**src/rtl/alu_issue_sequencer.sv**
```systemverilog
`default_nettype none
// ============================================================================
// Module : alu_issue_sequencer
// Issue/writeback sequencer driving a registered 4-bit ALU from a 4x4 reg file.
// Rev    : 1.0
// ============================================================================
module alu_issue_sequencer #(
  parameter logic [3:0]  DIV0_VALUE = 4'hF,
  parameter int unsigned ERR_STICKY = 1
) (
  input  logic        clock,
  input  logic        reset,
  input  logic        in_valid,
  output logic        in_ready,
  input  logic [11:0] in_instr,
  output logic [3:0]  alu_opcode,
  output logic [3:0]  alu_ain,
  output logic [3:0]  alu_bin,
  input  logic [3:0]  alu_result,
  output logic        wb_valid,
  output logic [1:0]  wb_rd,
  output logic [3:0]  wb_data,
  output logic        err,
  input  logic [1:0]  dbg_addr,
  output logic [3:0]  dbg_data
);

  localparam logic [3:0] c_OP_NOP = 4'h0;
  localparam logic [3:0] c_OP_ADD = 4'h1;
  localparam logic [3:0] c_OP_DIV = 4'h4;
  localparam logic [3:0] c_OP_LDI = 4'h5;

  typedef enum logic [1:0] {
    ST_IDLE  = 2'd0,
    ST_ISSUE = 2'd1,
    ST_WB    = 2'd2,
    ST_LOCAL = 2'd3
  } state_t;

  state_t      state_q, state_d;
  logic [11:0] ir_q, ir_d;
  logic [3:0]  rf_q [4];
  logic        wb_valid_q;
  logic [1:0]  wb_rd_q;
  logic [3:0]  wb_data_q;
  logic        err_q;

  logic        w_rf_we;
  logic [3:0]  w_rf_wd;
  logic        w_err_set;

  logic [3:0]  w_in_op;
  logic [1:0]  w_in_rb;
  logic        w_in_is_alu;
  logic        w_in_div0;

  logic [3:0]  w_ir_op;
  logic [1:0]  w_ir_rd;
  logic [1:0]  w_ir_ra;
  logic [1:0]  w_ir_rb;
  logic [3:0]  w_ir_imm;

  assign w_in_op     = in_instr[11:8];
  assign w_in_rb     = in_instr[3:2];
  assign w_in_is_alu = (w_in_op >= c_OP_ADD) && (w_in_op <= c_OP_DIV);
  // Divisor checked against the register value present at transfer time.
  assign w_in_div0   = (w_in_op == c_OP_DIV) && (rf_q[w_in_rb] == 4'h0);

  assign w_ir_op  = ir_q[11:8];
  assign w_ir_rd  = ir_q[7:6];
  assign w_ir_ra  = ir_q[5:4];
  assign w_ir_rb  = ir_q[3:2];
  assign w_ir_imm = ir_q[3:0];

  assign in_ready = (state_q == ST_IDLE);
  assign wb_valid = wb_valid_q;
  assign wb_rd    = wb_rd_q;
  assign wb_data  = wb_data_q;
  assign err      = err_q;
  assign dbg_data = rf_q[dbg_addr];

  always_comb begin
    state_d    = state_q;
    ir_d       = ir_q;
    alu_opcode = c_OP_NOP;
    alu_ain    = 4'h0;
    alu_bin    = 4'h0;
    w_rf_we    = 1'b0;
    w_rf_wd    = 4'h0;
    w_err_set  = 1'b0;

    case (state_q)
      ST_IDLE: begin
        if (in_valid) begin
          ir_d    = in_instr;
          state_d = (w_in_is_alu && !w_in_div0) ? ST_ISSUE : ST_LOCAL;
        end
      end

      ST_ISSUE: begin
        alu_opcode = w_ir_op;
        alu_ain    = rf_q[w_ir_ra];
        alu_bin    = rf_q[w_ir_rb];
        state_d    = ST_WB;
      end

      // Opcode is NOP here so the ALU holds the result being written back.
      ST_WB: begin
        w_rf_we = 1'b1;
        w_rf_wd = alu_result;
        state_d = ST_IDLE;
      end

      ST_LOCAL: begin
        if (w_ir_op == c_OP_LDI) begin
          w_rf_we = 1'b1;
          w_rf_wd = w_ir_imm;
        end else if (w_ir_op == c_OP_DIV) begin
          w_rf_we   = 1'b1;
          w_rf_wd   = DIV0_VALUE;
          w_err_set = 1'b1;
        end else if (w_ir_op > c_OP_LDI) begin
          w_err_set = 1'b1;
        end
        state_d = ST_IDLE;
      end

      default: state_d = ST_IDLE;
    endcase
  end

  always_ff @(posedge clock or posedge reset) begin
    if (reset) begin
      state_q    <= ST_IDLE;
      ir_q       <= 12'h000;
      wb_valid_q <= 1'b0;
      wb_rd_q    <= 2'd0;
      wb_data_q  <= 4'h0;
      for (int i = 0; i < 4; i++) begin
        rf_q[i] <= 4'h0;
      end
    end else begin
      state_q    <= state_d;
      ir_q       <= ir_d;
      wb_valid_q <= w_rf_we;
      if (w_rf_we) begin
        rf_q[w_ir_rd] <= w_rf_wd;
        wb_rd_q       <= w_ir_rd;
        wb_data_q     <= w_rf_wd;
      end
    end
  end

  generate
    if (ERR_STICKY != 0) begin : g_err_sticky
      always_ff @(posedge clock or posedge reset) begin
        if (reset) begin
          err_q <= 1'b0;
        end else if (w_err_set) begin
          err_q <= 1'b1;
        end
      end
    end else begin : g_err_pulse
      always_ff @(posedge clock or posedge reset) begin
        if (reset) begin
          err_q <= 1'b0;
        end else begin
          err_q <= w_err_set;
        end
      end
    end
  endgenerate

endmodule
`default_nettype wire

```
**config.mk**
```make
export PLATFORM = sky130hd
export DESIGN_NAME = alu_issue_sequencer
export DESIGN_NICKNAME = d
export VERILOG_FILES = /design/src/rtl/alu_issue_sequencer.sv
export SDC_FILE = /design/constraint.sdc
export NUM_CORES = 1
export LEC_CHECK = 0
export CAP_MARGIN = 0
export CORE_MARGIN = 2
export CORE_UTILIZATION = 45
export DETAILED_ROUTE_END_ITERATION = 6
export PLACE_DENSITY = 0.83
export SLEW_MARGIN = 25
export SYNTH_ARGS = -nofsm -noshare
export SYNTH_HDL_FRONTEND = slang
export SYNTH_SLANG_ARGS = --single-unit
```
**constraint.sdc**
```tcl
create_clock -name clock -period 6 [get_ports clock]
set_clock_uncertainty 0.1 [all_clocks]
set_input_delay 1.2 -clock clock [delete_from_list [all_inputs] [get_ports clock]]
set_output_delay 1.2 -clock clock [all_outputs]
set_load 0.05 [all_outputs]
```
Word level (Yosys, flattened, before mapping)
Cells that the tools add are included.
{"block": "op_classes", "n_reduce_logical": 9, "mul": 0, "n_mux": 31, "n_eq_ne": 7, "n_lt_le_gt_ge": 9, "bitwise": 5, "n_addsub": 0, "shifts": 0, "div_mod_pow": 0}
{"cell": "4-bit two-way mux", "count": 14}
{"cell": "4-bit binary-select mux with 2-bit select", "count": 4}
{"cell": "16-bit bitwise mux", "count": 1}
{"cell": "3-bit greater-or-equal comparator, second input constant", "count": 5}
{"cell": "2-bit inverter with 3-bit output", "count": 5}
{"cell": "4-bit by 3-bit == test with 1-bit output, second input constant", "count": 3}
{"cell": "4-bit demux with 2-bit select", "count": 1}
{"cell": "4-bit case mux with 2 select lines", "count": 1}
{"cell": "1-bit two-way mux", "count": 6}
{"cell": "2-bit case mux with 3 select lines", "count": 1}
{"cell": "2-bit == test, second input constant", "count": 2}
{"cell": "4-bit by 1-bit greater-or-equal comparator with 1-bit output, second input constant", "count": 1}
{"cell": "4-bit by 3-bit greater-than comparator with 1-bit output, second input constant", "count": 1}
{"cell": "4-bit by 3-bit <= comparator with 1-bit output, second input constant", "count": 1}
{"cell": "1-bit logical AND", "count": 4}
{"cell": "4-bit logical NOT", "count": 1}
{"cell": "2-bit two-way mux", "count": 2}
{"cell": "3-bit by 1-bit less-than comparator with 1-bit output, second input constant", "count": 1}
{"cell": "2-bit by 1-bit == test with 1-bit output, second input constant", "count": 1}
{"cell": "2-bit logical NOT", "count": 1}
{"cell": "2-bit inequality test, second input constant", "count": 1}
{"cell": "1-bit case mux with 2 select lines", "count": 1}
{"cell": "2-bit AND reduction", "count": 1}
{"cell": "2-bit OR reduction", "count": 1}
{"cell": "1-bit logical NOT", "count": 1}
{"block": "totals", "ramBits": 0, "inputBits": 21, "output_inout_bits": 25, "wordCells": 71, "mem_bits_ro": 0, "latch_bits": 0, "n_memories": 0, "regBits": 38}

Longest topological paths before layout
Gate-level depths: netlist of run 1.
{"block": "logic_depth", "word_depth": 11, "ltp_mapped": 6, "ltp_nobuf": 5}

Least setup slack after synthesis of run 1
No wires, ideal clock.
{"block": "synth_timing", "path_kind": "input-to-output", "start": "in dbg_addr[0]", "end": "out dbg_data[0]", "required_time_ns": 4.700, "path_slack_ns": 2.865, "path_stages": 1, "arrival_ns": 1.835, "n_path_buf": 0, "cell_sequence": "mux4_2"}
{"block": "synth_between", "elab_chain_len": 4}
{"item": "start, declared", "line": "24", "text": "input logic [1:0] dbg_addr,"}
{"item": "2-bit inverter with 3-bit output (not written as such)", "line": "80", "text": "assign dbg_data = rf_q[dbg_addr];"}
{"item": "4-bit binary-select mux with 2-bit select", "line": "80"}
{"item": "4-bit two-way mux (not written as such) (2 in a row)", "line": "80"}
{"item": "end, declared", "line": "25", "text": "output logic [3:0] dbg_data"}
Every way passes these cells. The select of a mux whose other input is x is not followed.

Worst setup path in the final report of run 1
{"block": "layout_timing", "start": "in dbg_addr[0]", "end": "out dbg_data[1]"}
The elaborated chain is that of the path after synthesis.

==> flow_metrics.tcl, run 1 <==
set metrics [dict create \
    netlist_area_um2 1960 \
    worstPathRequired_ns 4.70 \
    grtUsageTotal 0.197 \
    grt_pass1_wl_um 7510 \
    cts_resized 0 \
    cts_tree "built" \
    drive_above_1_share 0.280 \
    cts-buffers-inserted 5 \
    clk_latency_ns 0.29 \
    pwr-share-comb 0.479 \
    antenna_left 0 \
    status "finished clean" \
    hpwlAfterDp_um 3370 \
    critPathMaxStageDelay_ns 0.71 \
    crit_path_frequent_cell "clkdlybuf4s50_1" \
    place_area_um2 2460 \
    drc_errors 0 \
    p_int_w 0.000745 \
    fin_area_um2 2540 \
    worst-endpoint-arrival_ns 3.06 \
    rsz0062_at_grt "no" \
    wirelength_um 4540 \
    slew-limit-headroom 0.595 \
    clkPwrFrac 0.128 \
    multiInputGateArea_um2 981 \
    cts-root-buf "clkbuf_8" \
    synth-seq-cells 38 \
    pre_cts_ws_ns 1.64 \
    rows 24 \
    n_fill_cell 360 \
    cp-start-kind "input pin" \
    initialDrtViolationCount 87 \
    grt_pass1_vias 1477 \
    cp_slowest_cell "clkdlybuf4s50_1" \
    swShare 0.420 \
    synthDistinctLibCells 29 \
    synth_fp_nets 166 \
    io_pins 46 \
    crit_chain "clkdlybuf4s50_1 -> mux4_2 -> clkdlybuf4s50_1" \
    htree_levels 2 \
    seq_power_share 0.392 \
    nets 214 \
    fmax_ghz 0.229 \
    hp-start "err" \
    cts.sinks 38 \
    wl_per_cell_um 18.5 \
    reg2reg_from "ir_q[11]" \
    hold_viol_final 0 \
    start_util 0.460 \
    hold_depth 1 \
    fp.dieH_um 70.0 \
    via_count 1426 \
    fin_ws_ns 1.64 \
    grt_max_degree 39 \
    syn_avg_cell_area_um2 13.5 \
    maxCapViolations 0 \
    clockBufferDepth 2 \
    gp_congestion 0.764 \
    crit_path_start "dbg_addr[0]" \
    grt-ovfl-total 0 \
    p_per_area_nw_per_um2 505 \
    path_clk_slew_ns 0.07 \
    rr_worst_depth 5 \
    fp.dieW_um 70.0 \
    period_minus_slack_ns 4.36 \
    cts-hold-fix-buffers 0 \
    finalSetupViolCount 0 \
    power_switching_w 0.000540 \
    register_area_um2 951 \
    tightest_slew_ns 0.606 \
    io_buffer_count 45 \
    n_antenna_cell 0 \
    finalCritPeriodShare 0.726 \
    synthCells 145 \
    finalNonFillerCells 245 \
    critPathMaxFanout 4 \
    area_growth_pct 29.7 \
    ys_seq_area_frac 0.485 \
    power_leakage_nw 1.07 \
    cts_setup_buffers 0 \
    ir_drop_mv 0.399 \
    drt-pass1-iter-count 4 \
    core_um2 4260 \
    antenna_found_initial 0 \
    min_path_type "reg -> reg" \
    finalSetupTns_ns 0 \
    end_kind "primary output" \
    yosysWarnings 0 \
    place_inst 238 \
    path_class "in -> out" \
    drv_slew 0 \
    dieArea_um2 4900 \
    routed_via_density 5.82 \
]
## stage by stage
stage | utilization | power, W | hold slack (ns)
2_1_floorplan | - | 0.000920 | 0.372
3_3_place_gp | 0.577 | 0.00110 | 0.367
3_5_place_dp | 0.577 | 0.00112 | 0.372
4_1_cts | 0.596 | 0.00129 | 0.388
5_1_grt | 0.596 | 0.00135 | 0.391
6_report | 0.596 | 0.00128 | 0.383
## path summary, 6_finish.rpt
check,end,slack [ns]
worst max-delay path,dbg_data[1],1.64
worst min-delay path,err,0.38
worst max register to register,rf_q[3],3.89
worst min register to register,err,0.38
max in group asynchronous,ir_q[8],4.24
min in group asynchronous,wb_rd[0],1.22
## layout by cell type (no fill, tap or decap), drive strengths merged, types with 3 or more instances in the layout
cell	n
clkdlybuf4s50	45
dfrtp	38
mux2	28
and2	13
mux4	12
nand2	7
clkbuf	6
nand2b	5
a22o	4
a21o	4
nor2	3
nor4	3
## cells in the mapped netlist (all sizes together)
cell	number	area [um^2]
a21bo	1	16.3
a21o	4	35.0
a21oi	2	10.0
a22o	4	35.0
and2	13	82.6
and3	2	12.5
buf	2	10.0
clkbuf	3	11.3
dfrtp	38	951
inv	2	7.51
mux2	28	315
mux4	12	270
nand2	7	26.3
nand2b	5	31.3
nand3	1	5.00
nand3b	2	15.0
nor2	3	11.3
nor2b	2	12.5
nor3	1	5.00
nor4	3	18.8
nor4b	1	8.76
o21ai	2	10.0
o21bai	1	7.51
o41ai	2	17.5
or3	2	17.5
or3b	1	8.76
xnor2	1	8.76
## worst max-delay path, delay by kind of cell
kind / cells / cell delay (ns)
buf+inv: 2 / 1.32
mux: 1 / 0.54
## power by group through the flow
| stage | sequential (W) | combinational [W] | clock [W] |
|---|---|---|---|
| 2_1_floorplan | 0.000534 | 0.000386 | 0 |
| 3_3_place_gp | 0.000493 | 0.000602 | 0 |
| 3_5_place_dp | 0.000504 | 0.000617 | 0 |
| 4_1_cts | 0.000501 | 0.000620 | 0.000169 |
| 5_1_grt | 0.000521 | 0.000646 | 0.000182 |
| 6_report | 0.000504 | 0.000616 | 0.000165 |
## layout make-up
cell class | instances | share of cell area
multi-input combinational | 100 | 0.386
sequential | 38 | 0.374
timing repair buffer | 46 | 0.180
clock buffer | 6 | 0.0285
tap | 52 | 0.0256
clock inverter | 1 | 0.00295
inverter | 2 | 0.00295
## metal layers
layer | vias to the layer above | routed length [um] | GRT usage
li1 | 639 | - | -
met1 | 729 | 1920 | 0.256
met2 | 45 | 2290 | 0.317
met3 | 13 | 190 | 0.0346
met4 | 0 | 134 | 0.100
met5 | - | 0 | 0
## kinds of logic (layout without fill, tap and decap cells)
| group | count (synthesis) | after routing | synth area share |
|---|---|---|---|
| mux | 40 | 40 | 0.299 |
| compound gates | 16 | 16 | 0.0670 |
| xor+xnor | 1 | 1 | 0.00447 |
| flops | 38 | 38 | 0.485 |
| buf+inv | 7 | 55 | 0.0147 |
| simple gates | 43 | 43 | 0.130 |
## registers in the layout (all words and copies together) (netlist names)
signal,cells
state_q,2
wb_rd,2
rf_q,16
err,1
wb_data,4
ir_q,12
wb_valid,1
No activity file was read; power rests on OpenSTA's default activity.
==> run 2: changes to the inputs <==
clock period = 4.2 ns   (was 6 ns; I/O delays follow)
==> flow_metrics.tcl, run 2 (synthesis results as in run 1) <==
set metrics [dict create \
    core_um2 4260 \
    htree_levels 2 \
    cts-root-buf "clkbuf_8" \
    p_per_area_nw_per_um2 731 \
    rows 24 \
    n_antenna_cell 0 \
    clk_latency_ns 0.30 \
    drc_errors 0 \
    layout_common_cells "clkdlybuf4s50_1, dfrtp_1, mux2_2" \
    fp.dieW_um 70.0 \
    slew-limit-headroom 0.593 \
    cts-hold-fix-buffers 0 \
    cts-buffers-inserted 5 \
    area_growth_pct 30.4 \
    min_path_type "reg -> reg" \
    finalSetupViolCount 0 \
    hpwlAfterDp_um 3420 \
    cts.sinks 38 \
    path_class "in -> out" \
    cts_resized 0 \
    wl_per_cell_um 19.3 \
    tightest_slew_ns 0.609 \
    top_register "rf_q" \
    period_minus_slack_ns 3.63 \
    drive_above_1_share 0.294 \
    start_util 0.460 \
    drt-pass1-iter-count 4 \
    via_count 1482 \
    grt_max_degree 31 \
    path_clk_slew_ns 0.07 \
    critPathMaxFanout 4 \
    maxCapViolations 0 \
    ir_drop_mv 0.473 \
    worstPathRequired_ns 3.26 \
    hold_viol_final 0 \
    drv_slew 0 \
    p_total_w 0.00187 \
    rr_worst_depth 5 \
    end_kind "primary output" \
    grtUsageTotal 0.209 \
    finalNonFillerCells 246 \
    io_buffer_count 45 \
    routed_via_density 6.02 \
    cts_setup_buffers 0 \
    place_inst 238 \
    worst-endpoint-arrival_ns 2.69 \
    grt-ovfl-total 0 \
    antenna_found_initial 0 \
    antenna_left 0 \
    cts_tree "built" \
    mostFrequentLayoutCell "clkdlybuf4s50_1" \
    post-route-util 0.600 \
    fmax_ghz 0.276 \
    rsz0062_at_grt "no" \
    clockBufferDepth 2 \
    status "finished clean" \
    dieArea_um2 4900 \
    wirelength_um 4740 \
    fp.dieH_um 70.0 \
    cp-start-kind "input pin" \
    power_leakage_nw 1.08 \
    finalSetupTns_ns 0 \
    gp_congestion 0.777 \
    hold_depth 2 \
    io_pins 46 \
    largest_register_ffs 16 \
    nets 214 \
    initialDrtViolationCount 101 \
    finalCritPeriodShare 0.864 \
    grt_pass1_vias 1526 \
    grt_pass1_wl_um 7860 \
]
==> run 2: power by group <==
group	internal (W)	switching, W
Clock	0.000132	0.000135
Combinational	0.000431	0.000446
Sequential	0.000518	0.000207
Total	0.00108	0.000787
==> run 2: final cells by class <==
| class | instances | area, um^2 |
|---|---|---|
| Fill cell | 332 | 1710 |
| Multi-Input combinational cell | 100 | 981 |
| Sequential cell | 38 | 951 |
| Timing Repair Buffer | 46 | 458 |
| Clock buffer | 6 | 82.6 |
| Tap cell | 52 | 65.1 |
| Clock inverter | 2 | 12.5 |
| Inverter | 2 | 7.51 |
==> run 2: critical path, cell delays in order <==
cell	delay [ns]
clkdlybuf4s50_1	0.60
mux4_2	0.53
clkdlybuf4s50_1	0.72
==> run 2: per-stage QoR <==
stage | cell area [um^2] | setup slack (ns) | hold slack (ns)
2_1_floorplan | 1960 | 1.79 | 0.372
5_1_grt | 2560 | 0.509 | 0.418
4_1_cts | 2560 | 0.558 | 0.390
3_3_place_gp | 2460 | 0.584 | 0.367
3_5_place_dp | 2460 | 0.558 | 0.362
6_report | 2560 | 0.572 | 0.392
==> run 2: metal layers <==
| layer | routed length (um) | GRT usage | up-vias | share of wire |
|---|---|---|---|---|
| met5 | 0 | 0 | - | 0 |
| met4 | 63 | 0.0791 | 0 | 0.013 |
| met3 | 261 | 0.0462 | 8 | 0.055 |
| met2 | 2540 | 0.351 | 64 | 0.53 |
| met1 | 1880 | 0.264 | 768 | 0.40 |
| li1 | - | - | 642 | - |
==> run 2: worst paths after layout <==
kind                              from          end  slack, ns
min                           wb_rd[0]     wb_rd[0]       0.39
max in group asynchronous        reset      rf_q[9]       2.60
max                        dbg_addr[0]  dbg_data[0]       0.57
min reg2reg                   wb_rd[0]     wb_rd[0]       0.39
max reg2reg                   ir_q[11]      rf_q[3]       2.03
min in group asynchronous        reset      ir_q[9]       0.84
==> run 3: changes to the inputs <==
CORE_ASPECT_RATIO = 0.5   (was default)
SETUP_SLACK_MARGIN = 0.05   (was default)
==> flow_metrics.tcl, run 3 (synthesis results as in run 1) <==
set metrics [dict create \
    seq_power_share 0.363 \
    gr-usage-met1 0.250 \
    p_per_area_nw_per_um2 758 \
    min_path_type "reg -> reg" \
    critPathMaxFanout 4 \
    grtUsageTotal 0.197 \
    top_register "rf_q" \
    met3_usage 0.0599 \
    post-route-util 0.645 \
    drc_errors 0 \
    antenna_found_initial 0 \
    core_um2 4040 \
    swShare 0.392 \
    path_class "in -> out" \
    tightest_slew_ns 0.743 \
    ir_drop_mv 0.248 \
    clockBufferDepth 2 \
    clkPwrFrac 0.194 \
    holdWs_ns 0.385 \
    io_buffer_count 45 \
    fmax_ghz 0.272 \
    routed_via_density 5.65 \
    rsz0062_at_grt "no" \
    finalCritPeriodShare 0.875 \
    cts-root-buf "clkbuf_8" \
    clk_latency_ns 0.29 \
    drv_slew 0 \
    grt-ovfl-total 0 \
    power_leakage_nw 1.10 \
    wirelength_um 4480 \
    end_kind "primary output" \
    grt_pass1_vias 1394 \
    busiest_layer "met2" \
    rows 16 \
    p_int_w 0.00120 \
    period_minus_slack_ns 3.67 \
    worst-endpoint-arrival_ns 2.73 \
    fp.dieW_um 97.4 \
    finalNonFillerCells 248 \
    path_clk_slew_ns 0.07 \
    cts.sinks 38 \
    cts-hold-fix-buffers 0 \
    hpwlAfterDp_um 3260 \
    cts_resized 0 \
    finalSetupViolCount 0 \
    largest_register_ffs 16 \
    p_total_w 0.00198 \
    gp_congestion 0.834 \
    dieArea_um2 4930 \
    io_pins 46 \
    nets 214 \
    finalSetupTns_ns 0 \
    status "finished clean" \
    worstPathRequired_ns 3.26 \
    area_growth_pct 33.0 \
    n_antenna_cell 0 \
    initialDrtViolationCount 61 \
    multiInputGateArea_um2 981 \
    n_fill_cell 299 \
    start_util 0.485 \
    place_inst 240 \
    slew-limit-headroom 0.504 \
    fp.dieH_um 50.7 \
    cts_tree "built" \
    cts-buffers-inserted 5 \
    register_area_um2 951 \
    gr-usage-met2 0.324 \
    grt_max_degree 39 \
    maxCapViolations 0 \
    grt_pass1_wl_um 7270 \
    hold_viol_final 0 \
    mostFrequentLayoutCell "clkdlybuf4s50_1" \
    pwr-share-comb 0.443 \
    drt-pass1-iter-count 4 \
    power_switching_w 0.000775 \
    cts_setup_buffers 0 \
    drive_above_1_share 0.289 \
    cp-start-kind "input pin" \
    layout_common_cells "clkdlybuf4s50_1, dfrtp_1, mux2_2" \
    wl_per_cell_um 18.1 \
    via_count 1402 \
    antenna_left 0 \
    htree_levels 2 \
]
run 3: final cells by class:
| type | instances | area share |
|---|---|---|
| Multi-Input combinational cell | 100 | 0.376 |
| Sequential cell | 38 | 0.365 |
| Timing Repair Buffer | 46 | 0.176 |
| Clock buffer | 6 | 0.0317 |
| Tap cell | 54 | 0.0259 |
| Clock inverter | 2 | 0.0230 |
| Inverter | 2 | 0.00288 |
run 3: path summary, 6_finish.rpt:
check	startpoint	endpoint	slack, ns	depth (start not counted)
max in group asynchronous	reset	ir_q[1]	2.80	3
min in group asynchronous	reset	ir_q[7]	0.87	3
min reg2reg	wb_data[0]	wb_data[0]	0.38	1
max reg2reg	ir_q[11]	rf_q[2]	2.08	5
max	dbg_addr[0]	dbg_data[0]	0.53	3
min	wb_data[0]	wb_data[0]	0.38	1
run 3: routing by layer:
layer | vias up | routed length [um]
li1 | 633 | -
met1 | 713 | 1980
met2 | 50 | 2190
met3 | 6 | 245
met4 | 0 | 66
met5 | - | 0
run 3: metrics by stage:
step	setup slack, ns	area, um^2
final	0.525	2610
after detailed placement	0.515	2460
after floorplan	1.79	1960
after global routing	0.485	2610
after CTS	0.510	2610
after global placement	0.576	2460
run 3: critical path, stage by stage:
cell and delay (ns):
clkdlybuf4s50_1 0.63, mux4_2 0.55, clkdlybuf4s50_1 0.71
run 3: power by group through the flow:
stage	combinational, W	clock (W)	sequential (W)
after floorplan	0.000551	0	0.000763
after global routing	0.000922	0.000402	0.000746
after detailed placement	0.000879	0	0.000722
after CTS	0.000883	0.000388	0.000718
after global placement	0.000860	0	0.000710
final	0.000876	0.000384	0.000718
